`config.mk`:
```
export PLATFORM = sky130hd
export DESIGN_NAME = lut_neuron_loader
export DESIGN_NICKNAME = d
export VERILOG_FILES = /design/src/rtl/lut_neuron_pkg.sv /design/src/rtl/lut_neuron_table.sv /design/src/rtl/lut_neuron_loader.sv
export SDC_FILE = /design/constraint.sdc
export NUM_CORES = 1
export LEC_CHECK = 0
export CAP_MARGIN = 20
export CORE_ASPECT_RATIO = 1.75
export CORE_UTILIZATION = 50
export CTS_CLUSTER_SIZE = 14
export DETAILED_ROUTE_END_ITERATION = 16
export GPL_ROUTABILITY_DRIVEN = 0
export PLACE_DENSITY = 0.67
export SLEW_MARGIN = 20
export SYNTH_ARGS = -nofsm -noshare
export SYNTH_HDL_FRONTEND = slang
export SYNTH_HIERARCHICAL = 1
export SYNTH_SLANG_ARGS = --single-unit
export TNS_END_PERCENT = 50
```
`constraint.sdc`:
```
create_clock -name clk -period 2.7 [get_ports clk]
set_clock_uncertainty 0.15 [all_clocks]
set_input_delay 0.27 -clock clk [delete_from_list [all_inputs] [get_ports clk]]
set_output_delay 0.27 -clock clk [all_outputs]
set_load 0.01 [all_outputs]
```
`src/rtl/lut_neuron_pkg.sv`:
```
// Shared types and sizing for the run-time programmable LUT neuron.
package lut_neuron_pkg;

  typedef enum logic [1:0] {
    IDLE = 2'd0,
    LOAD = 2'd1,
    RUN  = 2'd2
  } state_t;

  localparam int IN_BITS_DEF  = 6;
  localparam int OUT_BITS_DEF = 2;

  function automatic int depth(input int in_bits);
    return 1 << in_bits;
  endfunction

endpackage

```
`src/rtl/lut_neuron_table.sv`:
```
// Flop-based truth table: one write port, one registered read port, async clear.
module lut_neuron_table
  import lut_neuron_pkg::*;
#(
  parameter int IN_BITS  = IN_BITS_DEF,
  parameter int OUT_BITS = OUT_BITS_DEF
) (
  input  logic                clk,
  input  logic                rst_n,
  input  logic                we,
  input  logic [IN_BITS-1:0]  waddr,
  input  logic [OUT_BITS-1:0] wdata,
  input  logic                re,
  input  logic [IN_BITS-1:0]  raddr,
  output logic [OUT_BITS-1:0] rdata
);

  localparam int DEPTH = depth(IN_BITS);

  logic [DEPTH-1:0][OUT_BITS-1:0] mem;

  always_ff @(posedge clk or negedge rst_n)
    if (!rst_n)  mem <= '0;
    else if (we) mem[waddr] <= wdata;

  // Read data holds between reads so the output keeps its last value.
  always_ff @(posedge clk or negedge rst_n)
    if (!rst_n)  rdata <= '0;
    else if (re) rdata <= mem[raddr];

endmodule

```
`src/rtl/lut_neuron_loader.sv`:
```
// Loadable LogicNet neuron: streams a truth table in, then evaluates activations.
// Optional LUT_NEURON_PARITY_EN adds even-parity checking on config beats.
module lut_neuron_loader
  import lut_neuron_pkg::*;
#(
  parameter int IN_BITS  = IN_BITS_DEF,
  parameter int OUT_BITS = OUT_BITS_DEF
) (
  input  logic                clk,
  input  logic                rst_n,
  input  logic                cfg_start,
  input  logic                cfg_valid,
  input  logic [OUT_BITS-1:0] cfg_data,
  output logic                cfg_ready,
  output logic                load_done,
  output logic                table_ok,
  input  logic                in_valid,
  input  logic [IN_BITS-1:0]  in_data,
  output logic                out_valid,
  output logic [OUT_BITS-1:0] out_data
`ifdef LUT_NEURON_PARITY_EN
  ,
  input  logic                cfg_parity,
  output logic                cfg_err
`endif
);

  localparam int                 DEPTH  = depth(IN_BITS);
  localparam logic [IN_BITS-1:0] LAST   = IN_BITS'(DEPTH - 1);
  localparam int                 STAGES = 1;

  state_t             state, state_nx;
  logic [IN_BITS-1:0] wr_addr, wr_addr_nx;
  logic               done_nx, we, re;
  logic [STAGES:1]    vld_q;
  wire  [STAGES:0]    vld_pipe;

`ifdef LUT_NEURON_PARITY_EN
  logic err_q, err_nx, par_bad;
  assign par_bad = cfg_parity != ^cfg_data;
  assign cfg_err = err_q;
`endif

  always_comb begin
    state_nx   = state;
    wr_addr_nx = wr_addr;
    done_nx    = 1'b0;
    we         = 1'b0;
`ifdef LUT_NEURON_PARITY_EN
    err_nx     = err_q;
`endif
    // A restart beats any beat arriving in the same cycle.
    if (cfg_start) begin
      state_nx   = LOAD;
      wr_addr_nx = '0;
`ifdef LUT_NEURON_PARITY_EN
      err_nx     = 1'b0;
`endif
    end else if (state == LOAD && cfg_valid) begin
      we         = 1'b1;
      wr_addr_nx = wr_addr + 1'b1;
`ifdef LUT_NEURON_PARITY_EN
      err_nx     = err_q | par_bad;
`endif
      if (wr_addr == LAST) begin
        done_nx    = 1'b1;
        wr_addr_nx = '0;
`ifdef LUT_NEURON_PARITY_EN
        state_nx   = (err_q | par_bad) ? IDLE : RUN;
`else
        state_nx   = RUN;
`endif
      end
    end
  end

  always_ff @(posedge clk or negedge rst_n)
    if (!rst_n) begin
      state     <= IDLE;
      wr_addr   <= '0;
      load_done <= 1'b0;
      vld_q     <= '0;
`ifdef LUT_NEURON_PARITY_EN
      err_q     <= 1'b0;
`endif
    end else begin
      state     <= state_nx;
      wr_addr   <= wr_addr_nx;
      load_done <= done_nx;
      vld_q     <= vld_pipe[STAGES-1:0];
`ifdef LUT_NEURON_PARITY_EN
      err_q     <= err_nx;
`endif
    end

  assign re        = (state == RUN) && in_valid;
  assign vld_pipe  = {vld_q, re};
  assign cfg_ready = (state == LOAD);
  assign table_ok  = (state == RUN);
  assign out_valid = vld_pipe[STAGES];

  lut_neuron_table #(
    .IN_BITS  (IN_BITS),
    .OUT_BITS (OUT_BITS)
  ) u_table (
    .clk   (clk),
    .rst_n (rst_n),
    .we    (we),
    .waddr (wr_addr),
    .wdata (cfg_data),
    .re    (re),
    .raddr (in_data),
    .rdata (out_data)
  );

endmodule

```
## Word level (Yosys, flattened, before mapping)

Index checks and enable logic that the tools add are counted.

| storage, ports and cells | value |
|---|---|
| output and inout port bits | 6 |
| bits in registers | 140 |

| cells by class | value |
|---|---|
| multiplexer cells | 16 |
| order comparisons | 3 |
| equality and inequality tests | 3 |
| $add $sub $neg | 1 |
| reductions and logical operators | 6 |

Operators with widths:

| kind | number |
|---|---|
| $bwmux 128 | 1 |
| $mux 6 | 3 |
| $lt 6x7->1 const B | 2 |
| $bmux 2 s6 | 1 |
| $demux 2 s6 | 1 |
| $mux 2 | 5 |
| $add 6x1->6 const B | 1 |
| $eq 6x6->1 const B | 1 |
| $ge 6x1->1 const B | 1 |
| $mux 1 | 5 |
| $reduce_bool 2->1 | 2 |
| $logic_and 1x1->1 | 3 |
| $eq 2x1->1 const B | 1 |
| $eq 2x2->1 const B | 1 |
| $reduce_and 2->1 | 1 |

## Depth between registers and ports, before layout

Gate-level depths: netlist (run 1).

| depth | value |
|---|---|
| depth after elaboration | 5 |
| depth in mapped cells | 8 |
| gate-level depth less buffers | 7 |

## Hierarchy

Netlist (run 1), hierarchy kept.

By module, submodules not included:

| module | cells an instance | instances | area each (um^2) | sequential area each (um^2) |
|---|---|---|---|---|
| lut_neuron_table | 480 | 1 | 6,407.4 | 3,253.1 |
| lut_neuron_loader | 47 | 1 | 478.0 | 250.2 |

## Worst setup path before layout (run 1)

Ideal clock, no wire load.

| path | value |
|---|---|
| kind | register to register |
| start point | register state[1] |
| end point | register u_table/mem[104] in the netlist's numbering |
| path slack | 0.728 ns |
| data arrival time | 1.697 ns |
| stages on the path, launching flop included | 7 |
| data required time | 2.425 ns |
| setup time | 0.125 ns |
| path through | dfrtp_1 nand3b_4 nor2_1 nand2_1 nor3_1 nand2_1 mux2_2 |

| on the way | value |
|---|---|
| word-level cells in the longest chain between the ends | 4 |

RTL lines:

| what | line | RTL |
|---|---|---|
| start: declaration | lut_neuron_loader.sv:32 | `state_t state, state_nx;` |
| start signal: assignment | lut_neuron_loader.sv:87 | `state <= state_nx;` |
| $eq 2x1->1 | lut_neuron_loader.sv:59 | `end else if (state == LOAD && cfg_valid) begin` |
| $logic_and 1x1->1 | lut_neuron_loader.sv:59 |  |
| $mux 1 | lut_neuron_loader.sv:59 |  |
| $mux 1 | lut_neuron_loader.sv:53 | `if (cfg_start) begin` |
| via we | lut_neuron_loader.sv:34 | `logic done_nx, we, re;` |
| end signal: indexed assignment | lut_neuron_table.sv:24 | `else if (we) mem[waddr] <= wdata;` |
| end: declaration | lut_neuron_table.sv:20 | `logic [DEPTH-1:0][OUT_BITS-1:0] mem;` |

The timed path passes the listed nets, and every way through them passes these cells.
A chain may end at the register's enable or synchronous reset.

## Worst setup path after layout (run 1)

| path | value |
|---|---|
| start point | register state[1] |
| end point | register u_table/mem[11] in the netlist's numbering |

Same word-level chain as after synthesis.

==> results.toml, run 1 <==
[status]
outcome = "finished, final reports clean"

[detailed_routing]
routed_wl_microns = 15900
wl_per_cell_microns = 21.3
initialDrtViolationCount = 234
via_count = 4404
drc = 0
viasPerCell = 5.92
firstDrtPassIters = 4
ant_nets = 0

[synthesis]
synth.most_common_cell = "dfrtp_1"
yosysWarnings = 6
netlist_area_sq_um = 6890
seq_area_frac_synth_pct = 50.9
synth-edff-count = 0
synth_top_area_share_pct = 50.9
ys_seq_elements = 140
synthFlopType = "dfrtp_1"
syn_avg_cell_area_sq_um = 13.1
synth_top_cell_by_area = "dfrtp_1"
synth_cell_types = 48
synthTopCellsByCount = "dfrtp_1, mux2_2, nand2_1"
synthArstFlopShare_pct = 100
syn-num-nets = 541
postSynthCellCount = 527
synth_area_leaders = "dfrtp_1, mux2_2, mux4_1"

[timing]
maxSlewViolCount = 0
setup_viol = 0
rsz0062_at_grt = "no"
finalHoldViolCount = 0
worst_pin_slew_ps = 683
period_minus_slack_ps = 2270
slew_headroom_pct = 54.1
timing.fmax_ghz = 0.440
setup_slack_ps = 428
finalCritPeriodShare_pct = 84.1
setup_tns_ps = 0

[setup_path]
worstSetupPathType = "flop to flop"
cp-end-kind = "flop"
ff2ff_path_depth = 5
start_kind = "flop"
critPathRequiredTime_ps = 2850
cp.arrival_ps = 2420
path_max_fanout = 6

[layout]
layout.nets = 571
drive_gt1_share_pct = 37.2
fin_area_sq_um = 7890
n_antenna_cell = 0
fin_cells = 744
area_delta_synth_final_pct = 14.5

[die]
die_y_microns = 157
fp-row-count = 56
die_area_sq_um = 14300
coreArea_sq_um = 13500
chipWidth_microns = 90.7
ios = 19
initial_utilization_pct = 51.2

[power]
power_frac_clock_pct = 44.0
p_leak_nw = 3.74
p_sw_mw = 1.24
p_int_mw = 3.60
totalPowerFinal_mw = 4.84
swShare_pct = 25.7
combPwrFrac_pct = 9.0
vdd_ir_drop_max_uv = 296
power.share.sequential_pct = 47.0
powerDensity_nw_per_um2 = 613

[grt]
gr-usage-all-layers_pct = 24.1
grt_max_degree = 65
grt_overflow_total = 0
antenna_found_initial = 0
grt_pass1_wl_microns = 25600
grt_pass1_vias = 4741

[placement]
hpwl_microns = 11000
postPlaceCellArea_sq_um = 7340
dp_cells = 711
port_buffers = 18
pre_cts_ws_ps = 129

[clocking]
cts_tree = "done"
cts_buffers = 17
htree_levels = 4
cts_buffer_depth = 2
clkTransAtPathRegs_ps = 60
clk-insertion-delay-late_ps = 420
cts-root-buf = "clkbuf_16"
cts_sinks = 140

[hold_path]
hp-class = "input port to async pin"

[job]
max_cap_violations = 0
==> state kept, by name, summed over array words and instances (netlist names) <==
name / cells
u_table/rdata: 2
out_valid: 1
state: 2
load_done: 1
wr_addr: 6
u_table/mem: 128
==> cell families after synthesis <==
group                    Yosys count  synth area share, %
AND/OR/NAND/NOR                  149                 10.7
AO/OA/AOI/OAI                     31                 3.20
flip-flops                       140                 50.9
adder cells (fa/ha/maj)            1                0.182
buffers and inverters             33                 2.34
multiplexers                     171                 32.4
XOR/XNOR                           2                0.254
==> what timing repair did <==
action | in CTS | in global routing
hold buffers | 1 | 0
hold endpoints to repair | 45 | 0
gates resized for setup | 0 | 0
buffers inserted | 0 | 0
==> critical path: stages, from the launching register on <==
cell	delay, ps
dfrtp_1	400
nand3b_4	190
nor2_1	330
nand3_1	410
nor2_1	310
mux2_2	360
==> metal layers <==
| layer | share of wire [%] | routed length [microns] | up-vias | track usage (%) |
|---|---|---|---|---|
| met2 | 53 | 8350 | 98 | 42.0 |
| met1 | 40 | 6350 | 2274 | 27.8 |
| li1 | - | - | 1993 | - |
| met3 | 2.6 | 413 | 39 | 3.96 |
| met4 | 4.7 | 744 | 0 | 14.1 |
| met5 | 0 | 0 | - | 0 |
==> metrics by stage <==
stage,util [%],hold slack [ps]
6_report,58.6,209
4_1_cts,58.6,218
3_3_place_gp,54.5,81.4
3_5_place_dp,54.5,93.3
2_1_floorplan,-,-176
5_1_grt,58.6,248
==> layout by cell type, fill, tap and decap left out, types with 3 or more instances in the layout <==
master	count
mux4_2	11
nand3_1	9
clkinvlp_4	3
buf_4	19
and3_1	4
clkinv_2	4
mux4_1	13
nand2_1	51
clkbuf_16	17
o22ai_1	4
buf_12	4
buf_2	3
mux2i_1	9
nor2b_1	14
nor2_1	37
a21oi_1	4
dfrtp_1	140
o21ai_0	3
inv_6	6
nand3b_1	3
clkdlybuf4s50_1	14
and2b_1	3
or3_1	4
mux2_2	137
nor3_1	6
a211oi_1	4
nand2b_1	4
a2111oi_0	4
==> layout make-up <==
cell class / instances / area (sq um)
Tap cell: 174 / 218
Inverter: 2 / 7.51
Fill cell: 1131 / 5570
Sequential cell: 140 / 3500
Multi-Input combinational cell: 354 / 3220
Clock inverter: 15 / 113
Clock buffer: 17 / 425
Timing Repair Buffer: 42 / 399
==> power groups by stage <==
| stage | Combinational [mW] | Clock, mW | Sequential, mW |
|---|---|---|---|
| floorplan | 0.290 | 0 | 2.28 |
| global placement | 0.426 | 0 | 2.31 |
| detailed placement | 0.436 | 0 | 2.31 |
| CTS | 0.441 | 2.16 | 2.27 |
| global route | 0.471 | 2.25 | 2.28 |
| finish | 0.435 | 2.13 | 2.28 |
==> path summary, 6_finish.rpt <==
kind                                  from               to  slack, ps
setup / recovery                  state[1]  u_table/mem[11]        430
min in group clk           u_table/mem[38]  u_table/mem[38]        350
hold / removal                       rst_n  u_table/mem[30]        210
setup reg to reg                  state[1]  u_table/mem[11]        430
max in group asynchronous            rst_n  u_table/mem[13]       1440
hold reg to reg            u_table/mem[38]  u_table/mem[38]        350
Power figures use the tool's default switching activity.
==> inputs of run 2 (changes only) <==
--- a/config.mk
+++ b/config.mk
@@ -11,7 +11,7 @@
 export CTS_CLUSTER_SIZE = 14
 export DETAILED_ROUTE_END_ITERATION = 16
 export GPL_ROUTABILITY_DRIVEN = 0
-export PLACE_DENSITY = 0.67
+export PLACE_DENSITY = 0.69
 export SLEW_MARGIN = 20
 export SYNTH_ARGS = -nofsm -noshare
 export SYNTH_HDL_FRONTEND = slang
==> constraint.sdc (replaced) <==
create_clock -name clk -period 2 [get_ports clk]
set_clock_uncertainty 0.15 [all_clocks]
set_input_delay 0.2 -clock clk [delete_from_list [all_inputs] [get_ports clk]]
set_output_delay 0.2 -clock clk [all_outputs]
set_load 0.01 [all_outputs]
==> run 2 against run 1 <==
  * The run now ends with negative setup slack left
  * Global-route usage rose by 1.1 points
  * Fmax grew 13%
  * Sequential cell count is the same
  * Non-clock buffer count increased by 36
  * Setup slack lost 440 ps
  * Largest power group is now clock
==> results.toml, run 2 (same netlist as run 1, synthesis figures left out) <==
[status]
outcome = "finished with violations"
violations = "negative setup slack"

[detailed_routing]
via_count = 4582
viasPerCell = 5.88
drt-met1-wl_microns = 6240
drc = 0
route.met2.wl_microns = 8920
initialDrtViolationCount = 242
routed.top_layer = "met4"
firstDrtPassIters = 4
ant_nets = 0
routed_wl_microns = 16700
wl_met3_microns = 698
wl_per_cell_microns = 21.4

[layout]
drive_gt1_share_pct = 44.3
final_cell_mix = "dfrtp_1, mux2_2, nand2_1, buf_4, nor2_1"
area_delta_synth_final_pct = 21.3
final_common_cell = "dfrtp_1"
reg.largest.list = "u_table/mem (128), wr_addr (6)"
n_antenna_cell = 0
top_register = "u_table/mem"
register_area_sq_um = 3500
fillers = 1020
multi_input_area_sq_um = 3300
layout.nets = 607
largest_reg_flops = 128

[die]
die_y_microns = 157
coreArea_sq_um = 13500
chipWidth_microns = 90.7
fp-row-count = 56
ios = 19
initial_utilization_pct = 51.2
die_area_sq_um = 14300

[setup_path]
cpPeakStageDelay_ps = 390
critPathRequiredTime_ps = 2170
rrSetupSlack_ps = -10
critPathTopFamily = "simple AND/OR/NAND/NOR gates"
r2r_end = "u_table/mem[52]"
start_kind = "flop"
worstSetupPathType = "flop to flop"
ff2ff_path_depth = 8
path_max_fanout = 6
cp.arrival_ps = 2180
path_cells = "nand3b_4 > nor2_1 > buf_4 > nand2b_2 > nor2b_1 > buf_4 > nand2_1 > mux2_2"
cp-end-kind = "flop"
rr_startpoint = "state[1]"
cp_common_cell = "buf_4"
slowest_stage = "dfrtp_1"
cp_num_buf_inv = 2

[grt]
antenna_found_initial = 0
grt_pass1_wl_microns = 26600
gr-usage-all-layers_pct = 25.1
grt_overflow_total = 0
grt_max_degree = 65
grt_pass1_vias = 4973

[placement]
hpwl_microns = 11300
port_buffers = 18

[timing]
finalHoldViolCount = 0
slew_headroom_pct = 69.6
setup_viol = 2
timing.fmax_ghz = 0.497
rsz0062_at_grt = "yes"
finalCritPeriodShare_pct = 101
maxSlewViolCount = 0
setup_tns_ps = -23.8
setup_slack_ps = -13.0
worst_pin_slew_ps = 444
period_minus_slack_ps = 2010

[hold_path]
hp-class = "input port to async pin"

[clocking]
cts-root-buf = "clkbuf_16"
clkTransAtPathRegs_ps = 60
htree_levels = 4
cts_buffers = 17
cts_tree = "done"
clk-insertion-delay-late_ps = 430
cts_buffer_depth = 2
cts_sinks = 140

[power]
vdd_ir_drop_max_uv = 449
p_leak_nw = 3.98
powerDensity_nw_per_um2 = 822
totalPowerFinal_mw = 6.87

[job]
max_cap_violations = 0
==> run 2: final cells by class <==
cell class	instances	share of cell area [%]
Inverter	2	0.0899
Multi-Input combinational cell	354	39.4
Sequential cell	140	41.9
Tap cell	174	2.61
Timing Repair Buffer	78	8.96
Clock buffer	18	5.26
Clock inverter	13	1.69
==> run 2: what timing repair did <==
item,in CTS,in global routing
gates resized for setup,3,27
hold endpoints to repair,140,0
cloned,0,1
pin swaps,0,3
hold buffers,1,0
setup endpoints to repair,11,79
buffers inserted,0,1
==> run 2: report_power, final <==
part           leakage (nW)  switching (mW)  internal [mW]
clock network         0.279            1.26           1.86
logic                  1.78           0.342          0.341
registers              1.93          0.0857           2.98
==> run 2: how the worst max path moves through the flow <==
stage / start / to / slack [ps] / cells past startpoint
5_1_grt: state[1] / u_table/mem[53] / -60 / 8
2_1_floorplan: state[1] / u_table/mem[8] / 30 / 6
6_report: state[1] / u_table/mem[52] / -10 / 8
3_5_place_dp: in_data[0] / u_table/rdata[0] / -350 / 8
4_1_cts: state[1] / u_table/mem[38] / -9 / 8
3_3_place_gp: in_data[0] / u_table/rdata[0] / -330 / 6
==> run 2: per-layer routing <==
metal	track usage, %	up-vias
li1	-	2069
met1	28.6	2331
met2	43.5	136
met3	4.69	46
met4	15.7	0
met5	0	-
==> run 2: metrics by stage <==
stage | setup slack, ps | std cells | hold WS (ps) | instance area [sq um] | utilization [%]
after global placement | -334 | 745 | 8.41 | 7640 | 56.8
after floorplan | 28.2 | 527 | -246 | 6890 | -
final | -13.0 | 779 | 114 | 8350 | 62.1
after detailed placement | -349 | 745 | 11.6 | 7640 | 56.8
after global routing | -61.2 | 779 | 148 | 8350 | 62.1
after CTS | -8.82 | 777 | 118 | 8240 | 61.2
==> inputs of run 3 (changes only) <==
--- a/config.mk
+++ b/config.mk
@@ -8,6 +8,7 @@
 export CAP_MARGIN = 20
 export CORE_ASPECT_RATIO = 1.75
 export CORE_UTILIZATION = 50
+export CTS_BUF_LIST = sky130_fd_sc_hd__clkbuf_8
 export CTS_CLUSTER_SIZE = 14
 export DETAILED_ROUTE_END_ITERATION = 16
 export GPL_ROUTABILITY_DRIVEN = 0
==> run 3 against run 2 <==
  * The run now ends clean
  * Power is 13% lower
  * Hold slack worse by 8.9 ps
  * Setup slack gained 34 ps
  * Critical path type unchanged
  * Largest cell class unchanged
  * Largest power group is now sequential cells
  * Highest routed layer unchanged
==> results.toml, run 3 (same netlist as run 1, synthesis figures left out) <==
[timing]
finalCritPeriodShare_pct = 99.0
finalHoldViolCount = 0
setup_viol = 0
holdWs_ps = 106
period_minus_slack_ps = 1980
timing.fmax_ghz = 0.505
maxSlewViolCount = 0
rsz0062_at_grt = "yes"
slew_headroom_pct = 70.9
setup_slack_ps = 20.7
worst_pin_slew_ps = 425

[power]
powerDensity_nw_per_um2 = 738
vdd_ir_drop_max_uv = 467
totalPowerFinal_mw = 5.98
p_leak_nw = 3.87

[die]
ios = 19
fp-row-count = 56
die_y_microns = 157
coreArea_sq_um = 13500
chipWidth_microns = 90.7
initial_utilization_pct = 51.2
die_area_sq_um = 14300

[detailed_routing]
routed_wl_microns = 16200
initialDrtViolationCount = 241
drc = 0
viasPerCell = 5.90
firstDrtPassIters = 4
via_count = 4586
wl_per_cell_microns = 20.8
ant_nets = 0

[clocking]
cts_sinks = 140
cts_setup_buffers = 0
clkTransAtPathRegs_ps = 80
cts_buffers = 17
cts_tree = "done"
cts-root-buf = "clkbuf_8"
cts_buffer_depth = 2
htree_levels = 4
clk-insertion-delay-late_ps = 430

[status]
outcome = "finished, final reports clean"

[layout]
area_delta_synth_final_pct = 17.7
multi_input_area_sq_um = 3270
register_area_sq_um = 3500
largest_reg_flops = 128
fillers = 1061
n_antenna_cell = 0
final_common_cell = "dfrtp_1"
top_register = "u_table/mem"
utilization_pct = 60.2
reg.largest.list = "u_table/mem (128), wr_addr (6)"
layout.nets = 605
drive_gt1_share_pct = 43.1
fin_area_sq_um = 8100
final_cell_mix = "dfrtp_1, mux2_2, nand2_1, buf_4, nor2_1"

[grt]
antenna_found_initial = 0
grt_pass1_vias = 4989
grt_overflow_total = 0
grt_max_degree = 65
grt_pass1_wl_microns = 26200
gr-usage-all-layers_pct = 24.5

[hold_path]
hp-class = "input port to async pin"

[setup_path]
cp.arrival_ps = 2140
start_kind = "flop"
rr_startpoint = "wr_addr[4]"
r2r_end = "u_table/mem[25]"
rrSetupSlack_ps = 20
path_max_fanout = 8
worstSetupPathType = "flop to flop"
critPathRequiredTime_ps = 2160
cp-end-kind = "flop"
ff2ff_path_depth = 5

[placement]
pre_cts_ws_ps = -349
port_buffers = 18
hpwl_microns = 11300
postPlaceCellArea_sq_um = 7640

[job]
max_cap_violations = 0
-- run 3: cell types whose count changed in the layout (fill, tap and decap cells not counted), sizes merged --
cell           change
clkbuf             -1
dlymetal6s2s       -1
clkdlybuf4s50      +1
buf                -1
-- run 3: routing by layer --
metal	GRT usage, %	vias to the layer above	share of wire [%]
li1	-	2054	-
met1	27.5	2358	39
met2	43.0	128	53
met3	4.44	46	3.5
met4	15.2	0	4.7
met5	0	-	0
-- run 3: metrics by stage --
stage	setup TNS [ps]	instances
after floorplan	0	527
after global placement	-22080	745
after detailed placement	-24600	745
after CTS	-24.1	777
after global routing	-892	777
final	0	777
-- run 3: area by class of cell --
class,count,share of cell area (%)
flip-flops and latches,140,43.3
repair buffers,76,8.76
clock inverters,13,1.75
multi-input cells,354,40.4
clock buffers,18,3.06
inverters,2,0.0927
well taps,174,2.69
-- run 3: worst max-delay path by stage --
stage / end / slack (ps) / start / cells past startpoint
global route: u_table/mem[24] / -40 / state[1] / 8
floorplan: u_table/mem[8] / 30 / state[1] / 6
finish: u_table/mem[25] / 20 / wr_addr[4] / 5
CTS: u_table/mem[38] / -10 / state[1] / 8
detailed placement: u_table/rdata[0] / -350 / in_data[0] / 8
global placement: u_table/rdata[0] / -330 / in_data[0] / 6
-- run 3: what timing repair did --
action / in CTS / in global routing
resized for setup: 3 / 18
setup endpoints to repair: 11 / 75
endpoints found under the hold margin: 140 / 0
hold buffers: 1 / 0
pin swaps: 0 / 2
-- run 3: critical path, cell delays in order, from the launching register on --
cell	delay [ps]
dfrtp_2	460
or3b_2	520
nor2_2	190
buf_4	160
nand2_1	80
mux2_2	290
-- run 3: power by group --
| group | internal [mW] | switching [mW] |
|---|---|---|
| Combinational | 0.331 | 0.334 |
| Sequential | 2.97 | 0.0824 |
| Clock | 1.14 | 1.12 |
| Total | 4.44 | 1.54 |
